<file path="src/rtl/p_mul_gather_pkg.sv">
// Shared number-format types and helpers for the multiply/gather stage.
// Formats are INT or FXP, signed or unsigned, up to 31 bits of precision.
package p_mul_gather_pkg;

  typedef enum logic [0:0] {
    INT = 1'b0,
    FXP = 1'b1
  } dtype_t;

  typedef struct packed {
    dtype_t     dtype;
    logic       sign;
    logic [7:0] prec;
    logic [7:0] frac;
  } dconf_t;

  localparam dconf_t DCONF_INT8 = '{dtype: INT, sign: 1'b1, prec: 8'd8, frac: 8'd0};

  function automatic longint fmt_max(input dconf_t c);
    return c.sign ? (64'sd1 <<< (c.prec - 8'd1)) - 64'sd1 : (64'sd1 <<< c.prec) - 64'sd1;
  endfunction

  function automatic longint fmt_min(input dconf_t c);
    return c.sign ? -(64'sd1 <<< (c.prec - 8'd1)) : 64'sd0;
  endfunction

  // INT formats ignore the configured fraction width.
  function automatic int unsigned eff_frac(input dconf_t c);
    return (c.dtype == FXP) ? 32'(c.frac) : 32'd0;
  endfunction

endpackage

</file>
<file path="src/rtl/p_mul_gather_mul.sv">
// p_mul: combinational saturating multiplier in a configurable INT/FXP format.
// Products are floored (toward -inf) by the fraction width, then clamped.
module p_mul
  import p_mul_gather_pkg::*;
#(
  parameter dconf_t CONF = DCONF_INT8
) (
  input  logic [CONF.prec-1:0] a,
  input  logic [CONF.prec-1:0] b,
  output logic [CONF.prec-1:0] out,
  output logic                 ovf,
  output logic                 udf,
  output logic                 rounded
);

  localparam int unsigned PREC = 32'(CONF.prec);
  localparam int unsigned PW   = 2 * PREC + 1;
  localparam int unsigned FRAC = eff_frac(CONF);
  localparam logic signed [PW-1:0] MAXV  = PW'(fmt_max(CONF));
  localparam logic signed [PW-1:0] MINV  = PW'(fmt_min(CONF));
  localparam logic        [PW-1:0] FMASK = (PW'(1) << FRAC) - PW'(1);

  logic signed [PW-1:0] a_x;
  logic signed [PW-1:0] b_x;
  logic signed [PW-1:0] prod;
  logic signed [PW-1:0] shf;

  // One spare bit keeps full unsigned products positive in signed arithmetic.
  always_comb begin
    a_x     = CONF.sign ? PW'(signed'(a)) : PW'(a);
    b_x     = CONF.sign ? PW'(signed'(b)) : PW'(b);
    prod    = a_x * b_x;
    shf     = prod >>> FRAC;
    rounded = |(prod & FMASK);
    ovf     = 1'b0;
    udf     = 1'b0;
    out     = shf[PREC-1:0];
    if (shf > MAXV) begin
      out = MAXV[PREC-1:0];
      ovf = 1'b1;
    end else if (shf < MINV) begin
      out = MINV[PREC-1:0];
      udf = 1'b1;
    end
  end

endmodule

</file>
<file path="src/rtl/p_mul_gather.sv">
// p_mul_gather: multiplies (input, weight) pairs and packs IN products per
// output vector with sticky imprecision flags, feeding p_acc.
module p_mul_gather
  import p_mul_gather_pkg::*;
#(
  parameter int unsigned IN   = 5,
  parameter dconf_t      CONF = DCONF_INT8
) (
  input  logic                       clk,
  input  logic                       reset,
  input  logic                       in_valid,
  output logic                       in_ready,
  input  logic [CONF.prec-1:0]       in_data,
  input  logic [CONF.prec-1:0]       in_weight,
  input  logic                       in_last,
  output logic                       out_valid,
  input  logic                       out_ready,
  output logic [IN*CONF.prec-1:0]    out_vec,
  output logic [$clog2(IN+1)-1:0]    out_cnt,
  output logic                       ovf,
  output logic                       udf,
  output logic                       rounded
);

  localparam int unsigned PREC = 32'(CONF.prec);
  localparam int unsigned IW   = $clog2(IN);
  localparam int unsigned CW   = $clog2(IN + 1);

  typedef enum logic {
    FILL = 1'b0,
    FULL = 1'b1
  } state_t;

  state_t             state_q, state_d;
  logic [IW-1:0]      idx_q, idx_d;
  logic [IN*PREC-1:0] vec_q, vec_d;
  logic [CW-1:0]      cnt_q, cnt_d;
  logic               valid_q, valid_d;
  logic               ovf_q, ovf_d;
  logic               udf_q, udf_d;
  logic               rnd_q, rnd_d;

  logic [PREC-1:0]    prod;
  logic               p_ovf, p_udf, p_rnd;
  logic               accept;

  p_mul #(.CONF(CONF)) u_mul (
    .a       (in_data),
    .b       (in_weight),
    .out     (prod),
    .ovf     (p_ovf),
    .udf     (p_udf),
    .rounded (p_rnd)
  );

  // Consume clears the vector first so a same-cycle accept starts a fresh one.
  always_comb begin
    state_d  = state_q;
    idx_d    = idx_q;
    vec_d    = vec_q;
    cnt_d    = cnt_q;
    valid_d  = valid_q;
    ovf_d    = ovf_q;
    udf_d    = udf_q;
    rnd_d    = rnd_q;
    in_ready = (state_q == FILL) ? 1'b1 : out_ready;
    accept   = in_valid && in_ready;

    if (state_q == FULL && out_ready) begin
      state_d = FILL;
      valid_d = 1'b0;
      vec_d   = '0;
      cnt_d   = '0;
      ovf_d   = 1'b0;
      udf_d   = 1'b0;
      rnd_d   = 1'b0;
    end

    if (accept) begin
      vec_d[32'(idx_q)*PREC +: PREC] = prod;
      ovf_d = ovf_d | p_ovf;
      udf_d = udf_d | p_udf;
      rnd_d = rnd_d | p_rnd;
      if (idx_q == IW'(IN - 1) || in_last) begin
        state_d = FULL;
        valid_d = 1'b1;
        cnt_d   = CW'(idx_q) + CW'(1);
        idx_d   = '0;
      end else begin
        idx_d = idx_q + IW'(1);
      end
    end
  end

  always_ff @(posedge clk or posedge reset) begin
    if (reset) begin
      state_q <= FILL;
      idx_q   <= '0;
      vec_q   <= '0;
      cnt_q   <= '0;
      valid_q <= 1'b0;
      ovf_q   <= 1'b0;
      udf_q   <= 1'b0;
      rnd_q   <= 1'b0;
    end else begin
      state_q <= state_d;
      idx_q   <= idx_d;
      vec_q   <= vec_d;
      cnt_q   <= cnt_d;
      valid_q <= valid_d;
      ovf_q   <= ovf_d;
      udf_q   <= udf_d;
      rnd_q   <= rnd_d;
    end
  end

  assign out_valid = valid_q;
  assign out_vec   = vec_q;
  assign out_cnt   = cnt_q;
  assign ovf       = ovf_q;
  assign udf       = udf_q;
  assign rounded   = rnd_q;

endmodule

</file>
<file path="config.mk">
export PLATFORM = sky130hd
export DESIGN_NAME = p_mul_gather
export DESIGN_NICKNAME = d
export VERILOG_FILES = /design/src/rtl/p_mul_gather_pkg.sv /design/src/rtl/p_mul_gather_mul.sv /design/src/rtl/p_mul_gather.sv
export SDC_FILE = /design/constraint.sdc
export NUM_CORES = 1
export LEC_CHECK = 0
export ABC_AREA = 0
export CORE_MARGIN = 2
export CORE_UTILIZATION = 35
export CTS_BUF_LIST = sky130_fd_sc_hd__clkbuf_8 sky130_fd_sc_hd__clkbuf_16
export DETAILED_ROUTE_END_ITERATION = 10
export DONT_BUFFER_PORTS = 1
export PLACE_DENSITY_LB_ADDON = 0.25
export SYNTH_ARGS = -nofsm -noshare
export SYNTH_HDL_FRONTEND = slang
export SYNTH_SLANG_ARGS = --single-unit
</file>
<file path="constraint.sdc">
create_clock -name clk -period 2.4 [get_ports clk]
set_clock_uncertainty 0.1 [all_clocks]
set_input_delay 0.48 -clock clk [delete_from_list [all_inputs] [get_ports clk]]
set_output_delay 0.48 -clock clk [all_outputs]
set_load 0.02 [all_outputs]
</file>
==> metrics.md, run 1 <==
| Metric | Value |
|---|---|
| Final GP Congestion | `0.8030` |
| Sequential fraction of the synthesis area | `24.74%` |
| Violated checks | `setup timing` |
| Startpoint class of the critical path | `input port` |
| Number of nets in the layout | `711` |
| Worst-case setup slack after placement | `-2.663 ns` |
| Type of the setup path with the least slack | `in -> reg` |
| Setup repair after global routing missed its margin | `true` |
| Series of cell instances along the critical path | `and2_4, fa_1, inv_1, fa_1, inv_1, fa_1, inv_1, fa_1, inv_2, ha_4, o21ai_2, buf_4, o21ai_4, a21boi_2, a211oi_2, o2111ai_4, o211ai_4, o211ai_1` |
| Footprint of the flip-flops and latches | `1251 um2` |
| GR Overflow Total | `0` |
| Power per cell area | `1490 nW/um2` |
| Per-cell routed wire length | `15.44 um` |
| First-pass GRT wire length | `21,090 um` |
| Result of the run | `finished with violations` |
| Initial core utilization | `36.15%` |
| Total Negative Setup Slacks | `-93.09 ns` |
| Data arrival at the endpoint of the critical path | `4.73 ns` |
| Normalized max-slew margin | `55.64%` |
| Peak Freq | `213.6 MHz` |
| Maximum vdd drop | `1664 uV` |
| Length of the first detailed-routing pass in iterations | `4` |
| Fin crit share | `195.1%` |
| Cell family with most CP delay | `adder cells` |
| Top FF cell, synth | `sky130_fd_sc_hd__dfrtp_1` |
| Synthesis-stage register bit count | `50` |
| CORE AREA | `13,990 um2` |
| Final wirelength | `12,050 um` |
| Largest net degree at the start of global routing | `51` |
| Slew at the pin with the worst max-slew slack | `0.6655 ns` |
| Hpwl dp | `9649 um` |
| Post-detailed-route via-to-cell ratio | `5.123` |
| Drc violations | `0` |
| Setup slack after layout | `-2.282 ns` |
| Count of flip-flops with a built-in enable after synthesis | `0` |
| Crit. End Element | `flip-flop` |
| Clock Path Buffers | `2` |
| Slowest-stage cell, CP | `sky130_fd_sc_hd__fa_1` |
| Area added between synthesis and finish | `22.51%` |
| Mean instance size in the synthesized netlist | `9.348 um2` |
| Setup violations, final | `42` |
| Critical path data required time | `2.45 ns` |
| Filler cells | `1,373` |
| Count of final hold-check violations | `0` |
| Clock tree from TritonCTS | `done` |
| Max Slew Vio Count | `0` |
| CTS clock-pin slew for the worst setup and hold paths | `0.07 ns` |
| Clock network latency to the later pin of the worst-skew pair | `0.29 ns` |
| Total of warnings raised by yosys | `0` |
| Die ar. | `15,430 um2` |
| Largest incremental delay on the critical path | `0.54 ns` |
| Die Wd | `124.2 um` |
| Number of global-route vias before repair | `4,220` |
| Initial antenna violation count | `0` |
| Multi-input gate area | `3697 um2` |
| Number of buffer and inverter instances along the worst setup path | `5` |
| Clock tree sinks | `50` |
| Hold-fix buffer count after cts | `0` |
| Via Count | `3,996` |
| Height of the die | `124.2 um` |
| PortBufs | `0` |
| Antenna diodes | `0` |
| Hold/Removal Path Class | `in -> async` |
| Share of post-route cells with drive strength above 1 | `23.83%` |
| Number of max-cap violations | `0` |
| Unique masters post-synth | `53` |
| Async set or reset register ratio after synthesis | `100.0%` |
| Clk root buf | `sky130_fd_sc_hd__clkbuf_16` |
| Placement row count | `43` |
| Netlist area before placement | `5057 um2` |
| Dominant cell type by count on the critical path | `sky130_fd_sc_hd__fa_1` |
| Number of buffers created by CTS | `5` |
| Antenna Violating Nets Remaining | `0` |
| Cell leakage power | `2.862 nW` |
| Number of placed I/O pins | `69` |
| Clock period minus final worst setup slack | `4.682 ns` |
| Overall fraction of global-route tracks in use | `16.22%` |
| Instance count of the mapped netlist | `541` |
| Syn nets | `653` |
| Number of H-tree levels | `2` |
| Critical Path Fanout Max | `8` |
| Number of DRC violations after detailed-routing iteration 0 | `198` |
logic make-up after synthesis:
| family | Yosys count | synth area share, % |
|---|---|---|
| and+or+nand+nor | 195 | 19.22 |
| other | 1 | 0.07415 |
| buffers and inverters | 100 | 8.115 |
| adders and majority gates | 91 | 30.68 |
| AOI/OAI and AO/OA | 92 | 14.72 |
| DFF | 50 | 24.74 |
| xor gates and xnor gates | 12 | 2.450 |
worst paths after layout:
kind	from	end	cells after the start	slack, ns
max	in_weight[2]	out_vec[12]$_DFF_PP0_	18	-2.28
min	reset	out_vec[12]$_DFF_PP0_	2	0.02
max reg2reg	idx_q[1]$_DFFE_PP0P_	out_vec[3]$_DFF_PP0_	7	0.02
min reg2reg	idx_q[1]$_DFFE_PP0P_	idx_q[1]$_DFFE_PP0P_	2	0.51
max in group asynchronous	reset	out_vec[37]$_DFF_PP0_	2	1.97
min in group clk	in_valid	ovf$_DFF_PP0_	2	0.28
through the flow:
step / instance area (um2) / instances / util [%] / hold slack (ns) / power (mW)
2_1_floorplan: 5226 / 541 / - / 0.4370 / 5.807
3_3_place_gp: 5789 / 764 / 41.39 / 0.3281 / 7.254
3_5_place_dp: 5789 / 764 / 41.39 / 0.3340 / 7.338
4_1_cts: 6107 / 774 / 43.66 / 0.02463 / 8.832
5_1_grt: 6196 / 780 / 44.29 / 0.03303 / 10.03
6_report: 6196 / 780 / 44.29 / 0.01707 / 9.232
worst register-to-register path: cells and delay by family (launching register included):
| kind | cells | cell delay [ns] |
|---|---|---|
| buffers and inverters | 2 | 0.23 |
| AOI/OAI and AO/OA | 1 | 0.26 |
| DFF | 1 | 0.34 |
| adders and majority gates | 2 | 0.53 |
| and+or+nand+nor | 2 | 0.82 |
report_power, final:
part	internal (mW)	switching [mW]
clock network	0.494	0.315
logic	3.23	3.94
registers	0.985	0.267
total	4.71	4.52
state kept, by name, indices dropped and copies added, names as in the netlist:
register / count
out_vec: 40
idx_q: 3
out_cnt: 3
out_valid: 1
ovf: 1
state_q: 1
udf: 1
cells in the mapped netlist, types with 4 or more instances:
library cell               instances  share of area, %
sky130_fd_sc_hd__o21ai_0          18               1.8
sky130_fd_sc_hd__o211ai_1         25               3.7
sky130_fd_sc_hd__inv_1            90               6.7
sky130_fd_sc_hd__nand2_1          94               7.0
sky130_fd_sc_hd__dfrtp_1          50                25
sky130_fd_sc_hd__ha_1             36               8.9
sky130_fd_sc_hd__o211ai_2         11               2.7
sky130_fd_sc_hd__nor2_1           14               1.0
sky130_fd_sc_hd__and2_1           47               5.8
sky130_fd_sc_hd__nor3_1            5              0.49
sky130_fd_sc_hd__nand3_1          12               1.2
sky130_fd_sc_hd__nand2b_1          4              0.49
sky130_fd_sc_hd__o311ai_1          5              0.87
sky130_fd_sc_hd__fa_1             55                22
sky130_fd_sc_hd__xnor2_1           9               1.6
sky130_fd_sc_hd__a21oi_1          14               1.4
cell usage in the layout, fill, tap and decap left out, drive strengths merged, types with 6 or more instances in the layout:
cell	count
a21oi	14
and2	47
buf	61
dfrtp	50
fa	55
ha	36
inv	91
nand2	94
nand3	12
nor2	14
o211ai	36
o21ai	20
o311ai	6
xnor2	9
routing by layer:
metal / up-vias / global-route usage, % / routed length, um / part of all wire (%)
li1: 1892 / - / - / -
met2: 84 / 28.96 / 6129 / 51
met3: 2 / 2.668 / 509 / 4.2
met4: 0 / 2.445 / 34 / 0.28
met1: 2018 / 21.08 / 5375 / 45
met5: - / 0 / 0 / 0
what timing repair did:
action	CTS	global route
cloned	0	0
setup buffers	3	6
resized for setup	25	13
setup endpoints to repair	42	42
pin swaps	7	18
final cells by class:
cell class | instances | area share, %
multi-input combinational | 391 | 59.67
sequential | 50 | 20.19
timing repair buffer | 61 | 8.279
inverter | 90 | 5.493
tap | 180 | 3.635
clock buffer | 5 | 2.019
clock inverter | 3 | 0.7068
No activity file was read; power rests on OpenSTA's default activity.
==> run 2, diff against run 1 <==
--- a/config.mk
+++ b/config.mk
@@ -11,6 +11,7 @@
 export CTS_BUF_LIST = sky130_fd_sc_hd__clkbuf_8 sky130_fd_sc_hd__clkbuf_16
 export DETAILED_ROUTE_END_ITERATION = 10
 export DONT_BUFFER_PORTS = 1
+export GPL_TIMING_DRIVEN = 1
 export PLACE_DENSITY_LB_ADDON = 0.25
 export SYNTH_ARGS = -nofsm -noshare
 export SYNTH_HDL_FRONTEND = slang
==> results of run 2 <==
The final DEF is identical to that of run 1; final timing and power are the same.
